`src/rtl/ps2_pkg.sv`:
```
// Shared types and constants for the PS/2 key event controller.
// Parser states, prefix/discard bytes, tracked-key table and the queued event layout.
package ps2_pkg;

    typedef logic [1:0] ps2_state_t;

    localparam ps2_state_t ST_IDLE    = 2'd0;
    localparam ps2_state_t ST_EXT     = 2'd1;
    localparam ps2_state_t ST_BRK     = 2'd2;
    localparam ps2_state_t ST_EXT_BRK = 2'd3;

    localparam logic [7:0] BYTE_EXT = 8'hE0;
    localparam logic [7:0] BYTE_BRK = 8'hF0;

    localparam logic [7:0] KEY_UP    = 8'h75;
    localparam logic [7:0] KEY_DOWN  = 8'h72;
    localparam logic [7:0] KEY_LEFT  = 8'h6B;
    localparam logic [7:0] KEY_RIGHT = 8'h74;
    localparam logic [7:0] KEY_SPACE = 8'h29;
    localparam logic [7:0] KEY_ENTER = 8'h5A;
    localparam logic [7:0] KEY_ESC   = 8'h76;
    localparam logic [7:0] KEY_R     = 8'h2D;

    localparam logic [2:0] IDX_UP    = 3'd0;
    localparam logic [2:0] IDX_DOWN  = 3'd1;
    localparam logic [2:0] IDX_LEFT  = 3'd2;
    localparam logic [2:0] IDX_RIGHT = 3'd3;
    localparam logic [2:0] IDX_SPACE = 3'd4;
    localparam logic [2:0] IDX_ENTER = 3'd5;
    localparam logic [2:0] IDX_ESC   = 3'd6;
    localparam logic [2:0] IDX_R     = 3'd7;

    typedef struct packed {
        logic       ext;
        logic       brk;
        logic [7:0] code;
    } ps2_evt_t;

    localparam int EVT_W = $bits(ps2_evt_t);

    // Keyboard self-test / ack / resend / pause bytes that never form key events.
    function automatic logic is_discard(input logic [7:0] b);
        return (b == 8'h00) || (b == 8'hAA) || (b == 8'hEE) || (b == 8'hFA) ||
               (b == 8'hFE) || (b == 8'hFF) || (b == 8'hE1);
    endfunction

    // Returns {hit, bitmap index} for the held-key bitmap.
    function automatic logic [3:0] key_lookup(input logic ext, input logic [7:0] code);
        logic [3:0] r;
        r = 4'b0000;
        if (ext) begin
            case (code)
                KEY_UP:    r = {1'b1, IDX_UP};
                KEY_DOWN:  r = {1'b1, IDX_DOWN};
                KEY_LEFT:  r = {1'b1, IDX_LEFT};
                KEY_RIGHT: r = {1'b1, IDX_RIGHT};
                default:   r = 4'b0000;
            endcase
        end else begin
            case (code)
                KEY_SPACE: r = {1'b1, IDX_SPACE};
                KEY_ENTER: r = {1'b1, IDX_ENTER};
                KEY_ESC:   r = {1'b1, IDX_ESC};
                KEY_R:     r = {1'b1, IDX_R};
                default:   r = 4'b0000;
            endcase
        end
        return r;
    endfunction

endpackage

```
`src/rtl/ps2_evt_fifo.sv`:
```
// Event queue with registered show-ahead head; a push into a full queue is dropped
// unless a pop frees a slot in the same cycle.
module ps2_evt_fifo #(
    parameter int DEPTH = 4,
    parameter int W     = 10
) (
    input  logic         clk_i,
    input  logic         rst_i,
    input  logic         push_i,
    input  logic [W-1:0] data_i,
    input  logic         pop_i,
    output logic         valid_o,
    output logic [W-1:0] data_o,
    output logic         drop_o
);

    localparam int AW = $clog2(DEPTH);
    localparam int CW = AW + 1;

    logic [W-1:0]  mem_q [DEPTH];
    logic [AW-1:0] wr_q, wr_d, rd_q, rd_d;
    logic [CW-1:0] cnt_q, cnt_d, remain;
    logic          valid_q, valid_d;
    logic [W-1:0]  head_q, head_d;
    logic          empty, full, pop_ok, push_ok;

    always_comb begin
        empty   = (cnt_q == '0);
        full    = (cnt_q == CW'(DEPTH));
        pop_ok  = pop_i && !empty;
        push_ok = push_i && (!full || pop_ok);
        drop_o  = push_i && !push_ok;
        wr_d    = wr_q + AW'(push_ok);
        rd_d    = rd_q + AW'(pop_ok);
        cnt_d   = cnt_q + CW'(push_ok) - CW'(pop_ok);
        remain  = cnt_q - CW'(pop_ok);
        valid_d = (cnt_d != '0);
        // Head comes from an older stored entry if one survives, else from the incoming push.
        if (remain != '0) begin
            head_d = mem_q[rd_d];
        end else if (push_ok) begin
            head_d = data_i;
        end else begin
            head_d = '0;
        end
    end

    always_ff @(posedge clk_i) begin
        if (push_ok) begin
            mem_q[wr_q] <= data_i;
        end
    end

    always_ff @(posedge clk_i or posedge rst_i) begin
        if (rst_i) begin
            wr_q    <= '0;
            rd_q    <= '0;
            cnt_q   <= '0;
            valid_q <= 1'b0;
            head_q  <= '0;
        end else begin
            wr_q    <= wr_d;
            rd_q    <= rd_d;
            cnt_q   <= cnt_d;
            valid_q <= valid_d;
            head_q  <= head_d;
        end
    end

    assign valid_o = valid_q;
    assign data_o  = head_q;

endmodule

```
`src/rtl/ps2_key_event_ctrl.sv`:
```
// PS/2 scan-code parser: turns E0/F0-prefixed byte streams into queued key events and a held-key bitmap.
// Optional macro PS2_TYPEMATIC_FILTER_EN suppresses repeated makes of already-held tracked keys.
//
// state      | meaning
// ST_IDLE    | no prefix seen
// ST_EXT     | E0 seen
// ST_BRK     | F0 seen
// ST_EXT_BRK | E0 F0 seen
module ps2_key_event_ctrl
    import ps2_pkg::*;
#(
    parameter int FIFO_DEPTH     = 4,
    parameter int TIMEOUT_CYCLES = 2500000
) (
    input  logic       CLOCK_50,
    input  logic       reset,
    input  logic [7:0] received_data,
    input  logic       received_data_en,
    output logic       evt_valid,
    input  logic       evt_ready,
    output logic [7:0] evt_code,
    output logic       evt_ext,
    output logic       evt_break,
    output logic [7:0] key_held,
    output logic       overflow,
    input  logic       clear_overflow
);

    localparam int TW = $clog2(TIMEOUT_CYCLES + 1);
    localparam logic [TW-1:0] TMO = TW'(TIMEOUT_CYCLES);

    ps2_state_t    state_q, state_d, cur_state;
    logic [TW-1:0] tmr_q, tmr_d;
    logic [7:0]    held_q, held_d;
    logic          ovf_q, ovf_d;
    logic          timed_out, fire, suppress, push, drop;
    logic          key_hit;
    logic [2:0]    key_idx;
    ps2_evt_t      evt_new, head;
    logic [EVT_W-1:0] head_w;

    always_comb begin
        timed_out = (state_q != ST_IDLE) && (tmr_q == TMO);
        cur_state = timed_out ? ST_IDLE : state_q;
        state_d   = cur_state;
        fire      = 1'b0;
        evt_new   = '{ext: 1'b0, brk: 1'b0, code: received_data};
        if (received_data_en) begin
            case (cur_state)
                ST_IDLE: begin
                    if (received_data == BYTE_EXT) begin
                        state_d = ST_EXT;
                    end else if (received_data == BYTE_BRK) begin
                        state_d = ST_BRK;
                    end else if (!is_discard(received_data)) begin
                        fire = 1'b1;
                    end
                end
                ST_EXT: begin
                    if (received_data == BYTE_BRK) begin
                        state_d = ST_EXT_BRK;
                    end else if (received_data != BYTE_EXT) begin
                        fire        = 1'b1;
                        evt_new.ext = 1'b1;
                        state_d     = ST_IDLE;
                    end
                end
                default: begin
                    if (received_data != BYTE_BRK) begin
                        fire        = 1'b1;
                        evt_new.ext = (cur_state == ST_EXT_BRK);
                        evt_new.brk = 1'b1;
                        state_d     = ST_IDLE;
                    end
                end
            endcase
        end
        tmr_d = (received_data_en || cur_state == ST_IDLE) ? '0 : tmr_q + TW'(1);
    end

    assign {key_hit, key_idx} = key_lookup(evt_new.ext, evt_new.code);

`ifdef PS2_TYPEMATIC_FILTER_EN
    assign suppress = fire && key_hit && !evt_new.brk && held_q[key_idx];
`else
    assign suppress = 1'b0;
`endif

    assign push = fire && !suppress;

    always_comb begin
        held_d = held_q;
        if (fire && key_hit) begin
            held_d[key_idx] = !evt_new.brk;
        end
        // A drop in the same cycle as a clear leaves the flag set.
        ovf_d = drop ? 1'b1 : (clear_overflow ? 1'b0 : ovf_q);
    end

    always_ff @(posedge CLOCK_50 or posedge reset) begin
        if (reset) begin
            state_q <= ST_IDLE;
            tmr_q   <= '0;
            held_q  <= '0;
            ovf_q   <= 1'b0;
        end else begin
            state_q <= state_d;
            tmr_q   <= tmr_d;
            held_q  <= held_d;
            ovf_q   <= ovf_d;
        end
    end

    ps2_evt_fifo #(
        .DEPTH(FIFO_DEPTH),
        .W    (EVT_W)
    ) u_fifo (
        .clk_i  (CLOCK_50),
        .rst_i  (reset),
        .push_i (push),
        .data_i (evt_new),
        .pop_i  (evt_ready),
        .valid_o(evt_valid),
        .data_o (head_w),
        .drop_o (drop)
    );

    assign head      = head_w;
    assign evt_code  = head.code;
    assign evt_ext   = head.ext;
    assign evt_break = head.brk;
    assign key_held  = held_q;
    assign overflow  = ovf_q;

endmodule

```
`config.mk`:
```
export PLATFORM = sky130hd
export DESIGN_NAME = ps2_key_event_ctrl
export DESIGN_NICKNAME = d
export VERILOG_FILES = /design/src/rtl/ps2_pkg.sv /design/src/rtl/ps2_evt_fifo.sv /design/src/rtl/ps2_key_event_ctrl.sv
export SDC_FILE = /design/constraint.sdc
export NUM_CORES = 1
export LEC_CHECK = 0
export ABC_AREA = 1
export ABC_CLOCK_PERIOD_IN_PS = 3300
export BUFFER_PORTS_ARGS = -buffer_cell sky130_fd_sc_hd__buf_2
export CORE_ASPECT_RATIO = 0.7
export CORE_MARGIN = 2
export CORE_UTILIZATION = 30
export DETAILED_ROUTE_END_ITERATION = 10
export PLACE_DENSITY = 0.47
export SLEW_MARGIN = 20
export SYNTH_ARGS = -nofsm -noshare
export SYNTH_HDL_FRONTEND = slang
export SYNTH_SLANG_ARGS = --single-unit
```
`constraint.sdc`:
```
create_clock -name CLOCK_50 -period 3.3 [get_ports CLOCK_50]
set_input_delay 0.495 -clock CLOCK_50 [delete_from_list [all_inputs] [get_ports CLOCK_50]]
set_output_delay 0.495 -clock CLOCK_50 [all_outputs]
set_load 0.05 [all_outputs]
```
---- Yosys cells after proc, flatten, opt, wreduce, memory -nomap -nowiden ----
Memory sizes are Yosys's and may differ from the RTL's.
Index checks and enable logic that the tools add are counted.
Widths: inputs -> output; s select.
operators by class
  magnitude comparators ................... 2
  add/subtract/negate cells ............... 6
  reduce and logical (&&, ||, !) cells .... 26
  equal/unequal tests ..................... 22
  multiplexer cells ....................... 33
operators by type and width
  operator               count
  $eq 8x8->1 const B     8
  $eq 8x7->1 const B     6
  $pmux 4 s4             2
  $add 22x1->22 const B  1
  $eq 22x22->1 const B   1
  $mux 22                1
  $mux 10                2
  $mux 2                 9
  $eq 8x6->1 const B     2
  $ne 8x8->1 const B     2
  $mux 1                 13
  $bwmux 8               1
  $logic_not 8->1        1
  $logic_or 1x1->1       8
  $logic_and 1x1->1      6
  $reduce_bool 3->1      2
  $sub 3x1->3            2
  $add 2x1->2            2
  $logic_not 1->1        4
  $lt 3x4->1 const B     1
  $mux 4                 1
  $pmux 1 s2             2
  $pmux 2 s2             1
  $reduce_bool 2->1      2
  other kinds (9)        9
storage, ports and cells
  logic and storage cells ................. 99
  RAM bits ................................ 40
  output and inout port bits .............. 20
  input bits .............................. 13
  memories ................................ 1
  bits in registers ....................... 51
memory list
  name          words  bits a word  read ports  clocked after Yosys merged registers in  write ports  RTL line            RTL
  u_fifo.mem_q  4      10           1           0                                        1            ps2_evt_fifo.sv:20  logic [W-1:0] mem_q [DEPTH];

---- Longest topological paths before layout ----
Gate-level depths: netlist (run 1).
  word-level depth ........................ 16
  mapped depth ............................ 15
  gate-level depth less buffers ........... 14

---- Cells and area by module ----
From an unflattened synthesis (run 1), not the netlist that was laid out.
second synthesis, totals
  cells, all modules ...................... 553
  area, all modules ....................... 4728.3 um^2
by module, submodules not included
  module              times used  area an instance (um^2)  cells each  seq. area each (um^2)
  ps2_evt_fifo        1           2466.1                   238         1651.6
  ps2_key_event_ctrl  1           2262.2                   315         825.8

---- Worst setup path before layout (run 1) ----
Ideal clock, no wire load.
  path type ............................... register to register
  start point ............................. reg tmr_q[0]
  end point ............................... reg u_fifo.valid_q, in the netlist u_fifo.valid_o
  path buffers ............................ 1
  data required time ...................... 3.169 ns
  path slack .............................. 0.814 ns
  arrival ................................. 2.354 ns
  setup time .............................. 0.131 ns
  stages on the path, launching flop included .. 16
  cell sequence ........................... dfrtp_1 > inv_1 > ha_1 > nand3_1 > nor2_1 > nand3_2 > o21ai_0 > nand2_1 > nand3_4 > nor2_4 > buf_6 > ha_1 > inv_1 > fa_1 > inv_1 > or3_1
between the ends
  cells in the longest elaborated chain, start to end .. 10
  elaborated cells on any way between the ends .. 11
  classes of those cells .................. add/sub (2); eq/ne (2); mux (3); reduce/logical (4)
RTL lines
  what                                                  RTL line                   RTL
  start: declaration                                    ps2_key_event_ctrl.sv:33   logic [TW-1:0] tmr_q, tmr_d;
  start signal: assignment                              ps2_key_event_ctrl.sv:108  tmr_q <= tmr_d;
  $eq 22x22->1 (*)                                      ps2_key_event_ctrl.sv:43   timed_out = (state_q != ST_IDLE) && (tmr_q == TMO);
  $logic_and 1x1->1 (*)                                 ps2_key_event_ctrl.sv:43
  $mux 2 (*)                                            ps2_key_event_ctrl.sv:44   cur_state = timed_out ? ST_IDLE : state_q;
  $eq 2x1->1 / $logic_not 2->1 (equally long branches)  ps2_key_event_ctrl.sv:49   case (cur_state)
  $pmux 1 s2 (*)                                        ps2_key_event_ctrl.sv:49
  $mux 1 (*)                                            ps2_key_event_ctrl.sv:48   if (received_data_en) begin
  $logic_and 1x1->1 (*)                                 ps2_evt_fifo.sv:31         push_ok = push_i && (!full || pop_ok);
  $add 3x1->3 (*)                                       ps2_evt_fifo.sv:35         cnt_d = cnt_q + CW'(push_ok) - CW'(pop_ok);
  $sub 3x1->3 (*)                                       ps2_evt_fifo.sv:35
  named net u_fifo.cnt_d[1]                             ps2_evt_fifo.sv:22         logic [CW-1:0] cnt_q, cnt_d, remain;
  $reduce_bool 3->1 (*)                                 ps2_evt_fifo.sv:37         valid_d = (cnt_d != '0);
  named net u_fifo.valid_d                              ps2_evt_fifo.sv:23         logic valid_q, valid_d;
  end signal: assignment                                ps2_evt_fifo.sv:65         valid_q <= valid_d;
  end: declaration                                      ps2_evt_fifo.sv:23
The timed path passes the listed nets; every way through them passes the cells marked *.
A chain may end at the register's enable or synchronous reset.

---- Worst setup path after layout (run 1) ----
Ends and elaborated chain as after synthesis.

==> results.ini, run 1 <==
[run_status]
status=finished, final reports clean

[worst_setup_path]
path_cells=inv_1 -> ha_1 -> nand3_1 -> nor2_1 -> nand3_2 -> o21ai_0 -> nand2_1 -> nand3_4 -> nor2_4 -> ha_1 -> inv_1 -> fa_1 -> inv_1 -> or3_1
reg2reg_from=tmr_q[0]
path_common_cell=inv_1
worstReg2RegEnd=u_fifo.valid_o
critPathRequiredTime_ns=3.51
worstSetupStartpointType=flop
reg2reg_depth=14
arrival_ns=3.03
reg2reg_slack_ns=0.48
slowest_stage=fa_1
crit_path_end_kind=flop
path_max_fanout=13
cpPeakStageDelay_ns=0.48
setup.worst_path.class=flop to flop

[clock_tree]
cts_max_level=3
path_clk_slew_ns=0.06
cts_setup_buffers=0
cts_tree=built
clock_latency_ns=0.33
numCtsBuffers=9
clock_sinks=91
ctsResizeCount=0
cts-root-buf=clkbuf_16
cts_hold_buf=0
ctsLongestPathBuffers=2

[logic_synthesis]
synth_ff_type=dfrtp_1
synth_cells=466
yosys.area.top_type=dfrtp_1
yosysUniqueCellTypes=37
synth_seq_cells=91
synth-async-reset-ratio_pct=56.0
yosysWarnings=0
yosysSeqAreaShare_pct=56.8
syn_area_um2=4360
synth_fp_nets=488
avgSynthCellArea_um2=9.35
synth_edf_count=40
yosysTopAreaCellShare_pct=29.3
ys_top_cells_by_area=dfrtp_1 29%, edfxtp_1 28%, nand2_1 9.1%

[drt]
drc=0
drt_first_pass_iters=4
dr_total_vias=3258
first_iter_violations=176
routed_wl_um=10300
viasPerCell=4.61
wl_per_cell_um=14.5
ant_nets=0

[die]
core_area_um2=14100
ios=33
start_util_pct=31.0
dieArea_um2=15500
fp-row-count=36
die_y_um=105
die_w_um=148

[global_routing]
antenna_found_initial=0
grt_pass1_vias=3080
grt_first_pass_wirelength_um=16900
grt_usage_pct=14.0
grt_overflow=0
grt_max_degree=25

[place]
gp_congestion=0.867
place_hpwl_um=7390
io_buffers=32
place_inst=690
place_area_um2=4800
dp_slack_ns=0.269

[cells_and_area]
diodes=0
layout.cells.non_filler=706
syn2layout_area_growth_pct=16.7
drive_gt1_share_pct=16.3
layout.nets=533
final_cell_area_um2=5090
final_cell_mix=106 x nand2_1, 53 x inv_1, 51 x dfrtp_1, 41 x nor2_1
final_common_cell=nand2_1
final_util_pct=36.2

[timing]
fin_crit_sh_pct=85.4
max_freq_mhz=355
maxSlewViolCount=0
tns_ns=0
hold_viol=0
worst_pin_slew_ns=0.957
hold_slack_ns=0.208
fin_crit_ns=2.82
slew_headroom_pct=35.9
rsz0062_at_grt=no
setup_violations=0
worst_slack_ns=0.483
skew_ns=0.00508

[power_and_ir_drop]
p_leak_nw=2.17
power_per_cell_area_nw_per_um2=784
power.total_mw=3.99
irDropWorstVdd_mv=0.285

[worst_hold_path]
hp-class=input port to async pin

[job]
drv_cap=0

state kept, by name (all words and copies together) (netlist names), 2 cells and up:
name	flops
u_fifo.cnt_q	3
u_fifo.data_o	10
state_q	2
u_fifo.rd_q	2
key_held	8
u_fifo.mem_q	40
u_fifo.wr_q	2
tmr_q	22
area by class of cell:
cell class,count,area [µm²]
clock buffer,10,229
timing repair buffer,43,243
tap,190,238
sequential,91,2480
clock inverter,6,57.6
multi-input combinational,308,1630
inverter,58,218
fill,1454,8960
metal layers:
| layer | GRT usage, % | vias to the layer above | wire, µm |
|---|---|---|---|
| met4 | 2.45 | 0 | 68 |
| met2 | 18.4 | 89 | 3890 |
| met5 | 0 | - | 0 |
| met1 | 23.0 | 1531 | 5630 |
| met3 | 3.45 | 7 | 666 |
| li1 | - | 1631 | - |
how the worst max path moves through the flow:
stage,to,startpoint,slack [ns]
floorplan,u_fifo.valid_o,tmr_q[0],0.81
global placement,u_fifo.valid_o,received_data[4],0.36
detailed placement,u_fifo.valid_o,received_data[4],0.27
CTS,u_fifo.valid_o,tmr_q[0],0.43
global route,u_fifo.valid_o,tmr_q[0],0.25
finish,u_fifo.valid_o,tmr_q[0],0.48
critical path: cells and delay by family (launching register included):
family | cells | cell delay, ns
and+or+nand+nor | 7 | 1.13
adders and majority gates | 3 | 0.89
DFF | 1 | 0.39
buffers and inverters | 3 | 0.16
AOI/OAI and AO/OA | 1 | 0.12
logic make-up (layout without fill, tap and decap cells):
group | Yosys count | in the layout | share of synthesized area (%)
simple gates | 220 | 220 | 23.7
xor+xnor | 12 | 12 | 2.41
compound gates | 67 | 67 | 8.32
fa+ha+maj | 9 | 9 | 2.76
buf+inv | 67 | 117 | 5.97
flops | 91 | 91 | 56.8
power by group:
| group | internal [mW] | switching, mW | total, mW | leakage, nW |
|---|---|---|---|---|
| registers | 1.43 | 0.0763 | 1.50 | 1.04 |
| clock network | 0.581 | 0.415 | 0.996 | 0.134 |
| logic | 0.416 | 1.07 | 1.49 | 0.997 |
| total | 2.42 | 1.56 | 3.99 | 2.17 |
cell usage after synthesis, types with 4 or more instances:
master / instances
a21oi_1: 40
clkbuf_1: 7
dfrtp_1: 51
edfxtp_1: 40
ha_1: 8
inv_1: 54
nand2_1: 106
nand2_2: 4
nand3_1: 19
nand4_1: 10
nor2_1: 41
nor3_1: 22
o21ai_0: 9
o21ai_1: 6
xnor2_1: 5
xor2_1: 7
Power figures use the tool's default switching activity.
==> run 2: changes to the inputs <==
ABC_AREA = default   (was 1)
==> results.ini, run 2 <==
[logic_synthesis]
ys_top_cells_by_area=dfrtp_1 31%, edfxtp_1 29%, mux4_2 5.4%
synth_edf_count=40
synth_common_cells=51 x dfrtp_1, 40 x edfxtp_1, 36 x nor2_1, 25 x nand2_1, 19 x xnor2_1
synth_seq_cells=91
yosysWarnings=0
yosys.area.top_type=dfrtp_1
yosysUniqueCellTypes=50
synth_fp_nets=358
synth.most_common_cell=dfrtp_1
synth_ff_type=dfrtp_1
yosysTopAreaCellShare_pct=30.7
avgSynthCellArea_um2=12.4
synth-async-reset-ratio_pct=56.0
syn_area_um2=4160
synth_cells=336
yosysSeqAreaShare_pct=59.6

[cells_and_area]
layout.cells.non_filler=572
final_common_cell=dfrtp_1
regMostFlops=u_fifo.mem_q
largest_register_ffs=40
layout.nets=404
diodes=0
nFillCells=1339
syn2layout_area_growth_pct=18.8
final_util_pct=37.0
final_cell_mix=51 x dfrtp_1, 40 x edfxtp_1, 36 x nor2_1, 32 x buf_2, 25 x nand2_1
drive_gt1_share_pct=22.7
final_cell_area_um2=4940

[place]
gp_congestion=0.819
io_buffers=32
place_area_um2=4630
dp_slack_ns=0.283
place_inst=556
place_hpwl_um=6630

[die]
die_w_um=145
dieArea_um2=14800
ios=33
fp-row-count=35
start_util_pct=31.1
die_y_um=102
core_area_um2=13400

[clock_tree]
cts_tree=built
cts_setup_buffers=0
ctsLongestPathBuffers=2
clock_sinks=91
cts_max_level=3
cts-root-buf=clkbuf_16
path_clk_slew_ns=0.07
clock_latency_ns=0.34
numCtsBuffers=9
cts_hold_buf=0
ctsResizeCount=0

[power_and_ir_drop]
irDropWorstVdd_mv=0.308
p_leak_nw=1.91
power_per_cell_area_nw_per_um2=777
power.total_mw=3.84

[drt]
ant_nets=0
viasPerCell=4.75
drc=0
wl_per_cell_um=16.2
dr_total_vias=2718
drt-met1-wl_um=4840
routed_wl_um=9290
wl_met2_um=3940
first_iter_violations=168
drt_first_pass_iters=4
highest_layer=met4
wl_met3_um=415

[worst_setup_path]
setup.worst_path.class=flop to flop
crit_path_end_kind=flop
critPathRequiredTime_ns=3.51
reg2reg_slack_ns=0.47
worstSetupStartpointType=flop
path_max_fanout=4
path_common_cell=xnor2_1
path_cells=or4b_1 -> nor3_1 -> nand2_1 -> a22oi_2 -> nor2_1 -> ha_1 -> inv_1 -> fa_1 -> xnor2_1 -> xnor2_1 -> or3_1
cpPeakStageDelay_ns=0.60
slowest_stage=or4b_1
critPathTopFamily=simple AND/OR/NAND/NOR gates
path_buf_inv=1
arrival_ns=3.05

[worst_hold_path]
hp-class=input port to async pin

[global_routing]
grt_usage_pct=13.7
grt_first_pass_wirelength_um=14900
grt_overflow=0
grt_max_degree=28
antenna_found_initial=0
grt_pass1_vias=2643

[job]
drv_cap=0

[timing]
hold_slack_ns=0.221
fin_crit_ns=2.83
rsz0062_at_grt=no
maxSlewViolCount=0
slew_headroom_pct=49.9
worst_slack_ns=0.465
fin_crit_sh_pct=85.9
tns_ns=0
max_freq_mhz=353
hold_viol=0
skew_ns=0.00856
worst_pin_slew_ns=0.750
setup_violations=0

[run_status]
status=finished, final reports clean

[run 2: cell types whose count changed after synthesis, moves of 7 or more]
cell	change
xnor2_1	+14
a21oi_1	-38
nor3_1	-7
mux4_2	+10
mux2_2	+7
inv_1	-38
nand2_1	-81
[run 2: worst paths after layout]
path,from,endpoint,cells after the start
setup / recovery,tmr_q[3],u_fifo.valid_o,11
min in group CLOCK_50,clear_overflow,overflow,2
hold / removal,reset,tmr_q[5],2
max in group asynchronous,reset,key_held[1],3
setup reg to reg,tmr_q[3],u_fifo.valid_o,11
hold reg to reg,tmr_q[0],tmr_q[0],1
[run 2: routing by layer]
metal  track usage, %  vias to the layer above
li1                 -                     1312
met1             20.8                     1345
met2             19.1                       55
met3             3.98                        6
met4             3.81                        0
met5                0                        -
[run 2: worst reg2reg max path, cell delays in order, from the launching register on]
cell	delay [ns]
dfrtp_1	0.41
or4b_1	0.60
nor3_1	0.25
nand2_1	0.18
a22oi_2	0.21
nor2_1	0.10
ha_1	0.19
inv_1	0.08
fa_1	0.18
xnor2_1	0.13
xnor2_1	0.09
or3_1	0.30
[run 2: kinds of logic (layout without fill, tap and decap cells)]
| kind of cell | Yosys count | in the layout | share of synthesized area, % |
|---|---|---|---|
| mux | 18 | 18 | 7.59 |
| buf+inv | 27 | 78 | 2.53 |
| flops | 91 | 91 | 59.6 |
| compound gates | 27 | 27 | 4.58 |
| xor+xnor | 25 | 25 | 5.27 |
| simple gates | 139 | 139 | 17.5 |
| fa+ha+maj | 9 | 9 | 2.89 |
[run 2: area by class of cell]
cell class | count | area, µm² | share of cell area (%)
Clock inverter | 6 | 72.6 | 1.47
Inverter | 16 | 60.1 | 1.22
Clock buffer | 10 | 239 | 4.84
Multi-Input combinational cell | 218 | 1590 | 32.2
Timing Repair Buffer | 46 | 265 | 5.37
Tap cell | 185 | 231 | 4.69
Sequential cell | 91 | 2480 | 50.2
[run 2: where the power goes]
group / internal [mW] / leakage (nW) / switching [mW]
clock: 0.614 / 0.149 / 0.439
combinational: 0.488 / 0.721 / 0.787
sequential: 1.42 / 1.04 / 0.0892
total: 2.52 / 1.91 / 1.32
==> run 3: changes to the inputs <==
CORE_UTILIZATION = 41   (was 30)
PLACE_DENSITY = 0.59   (was 0.47)
==> results.ini, run 3 (synthesis gave the netlist of run 2 again) <==
[run_status]
status=finished, final reports clean

[power_and_ir_drop]
p_leak_nw=1.89
pwr-share-clk_pct=26.1
p_int_mw=2.42
irDropWorstVdd_mv=0.302
power.total_mw=3.75
switchingPower_mw=1.32
combPwrFrac_pct=33.6
seqPwrFrac_pct=40.3
power_per_cell_area_nw_per_um2=777
swShare_pct=35.3

[drt]
highest_layer=met4
drt_first_pass_iters=4
viasPerCell=5.33
wl_per_cell_um=16.9
wl_met2_um=3760
routed_wl_um=8680
drt-met1-wl_um=4370
wl_met3_um=479
first_iter_violations=224
dr_total_vias=2735
ant_nets=0
drc=0

[timing]
fin_crit_sh_pct=84.1
hold_viol=0
hold_slack_ns=0.322
worst_pin_slew_ns=0.890
tns_ns=0
skew_ns=0.00565
setup_violations=0
max_freq_mhz=360
rsz0062_at_grt=no
fin_crit_ns=2.78
slew_headroom_pct=40.6
maxSlewViolCount=0

[die]
start_util_pct=42.6
die_y_um=88.2
core_area_um2=9760
dieArea_um2=11000
fp-row-count=30
ios=33
die_w_um=124

[clock_tree]
cts_tree=built
path_clk_slew_ns=0.07
ctsResizeCount=0
clock_latency_ns=0.34
cts_setup_buffers=0
numCtsBuffers=9
cts_hold_buf=0
clock_sinks=91
cts-root-buf=clkbuf_16
cts_max_level=3
ctsLongestPathBuffers=2

[worst_setup_path]
worstSetupStartpointType=flop
critPathRequiredTime_ns=3.52
setup.worst_path.class=flop to flop
path_max_fanout=4
crit_path_end_kind=flop
arrival_ns=2.99

[global_routing]
grt_first_pass_wirelength_um=14100
grt_overflow=0
antenna_found_initial=0
grt_usage_pct=17.0
grt_max_degree=52
grt_pass1_vias=2627

[cells_and_area]
nFillCells=876
regMostFlops=u_fifo.mem_q
final_common_cell=dfrtp_1
largest_register_ffs=40
syn2layout_area_growth_pct=16.1
final_cell_area_um2=4820
diodes=0
layout.cells.non_filler=513
layout.nets=402
final_cell_mix=51 x dfrtp_1, 40 x edfxtp_1, 36 x nor2_1, 32 x buf_2, 25 x nand2_1
drive_gt1_share_pct=22.3

[place]
gp_congestion=0.828
place_inst=497
place_area_um2=4540
place_hpwl_um=6090
io_buffers=32

[worst_hold_path]
hp-class=input port to async pin

[job]
drv_cap=0

[run 3: cell count changes in the layout (fill, tap and decap cells not counted)]
cell,previous run,this run
clkinv_4,3,0
inv_6,1,4
buf_4,14,12
clkinv_2,0,2
bufinv_16,1,0
clkbuf_8,1,0
inv_2,1,0
inv_8,0,1
[run 3: per-stage QoR]
stage / worst slack [ns] / util, %
2_1_floorplan: 0.336 / -
3_3_place_gp: 0.349 / 46.5
3_5_place_dp: 0.279 / 46.5
4_1_cts: 0.507 / 49.4
5_1_grt: 0.341 / 49.4
6_report: 0.524 / 49.4
[run 3: layer usage]
layer | vias up | GRT usage, %
li1 | 1308 | -
met1 | 1341 | 25.1
met2 | 82 | 24.3
met3 | 4 | 4.35
met4 | 0 | 6.54
met5 | - | 0
[run 3: critical path, cell delays in order, from the launching register on]
cell,delay [ns]
dfrtp_1,0.39
inv_1,0.06
ha_1,0.20
and4b_1,0.20
and4_1,0.18
nand2_1,0.15
a22oi_2,0.11
nor2_1,0.19
ha_1,0.18
inv_1,0.05
fa_1,0.37
xnor2_1,0.14
xnor2_1,0.14
or3_1,0.30
[run 3: power by group through the flow]
stage | registers, mW | logic [mW] | clock network (mW)
2_1_floorplan | 1.77 | 0.672 | 0
3_3_place_gp | 1.52 | 1.26 | 0
3_5_place_dp | 1.53 | 1.28 | 0
4_1_cts | 1.51 | 1.28 | 1.00
5_1_grt | 1.53 | 1.39 | 1.05
6_report | 1.51 | 1.26 | 0.978
[run 3: final timing paths]
path                            slack, ns            from  cells past startpoint             end
worst max-delay path                 0.52        tmr_q[0]                     13  u_fifo.valid_o
worst min-delay path                 0.32           reset                      2  u_fifo.rd_q[0]
worst max register to register       0.52        tmr_q[0]                     13  u_fifo.valid_o
worst min register to register       0.50        tmr_q[0]                      1        tmr_q[0]
max in group asynchronous            2.46           reset                      2     key_held[5]
min in group CLOCK_50                0.33  clear_overflow                      2        overflow
[run 3: final cells by class]
type | count | area (µm²) | share of cell area (%)
timing repair buffer | 44 | 250 | 5.19
tap | 128 | 160 | 3.32
clock inverter | 7 | 58.8 | 1.22
clock buffer | 9 | 225 | 4.67
sequential | 91 | 2480 | 51.3
multi-input combinational | 218 | 1590 | 33.0
inverter | 16 | 61.3 | 1.27
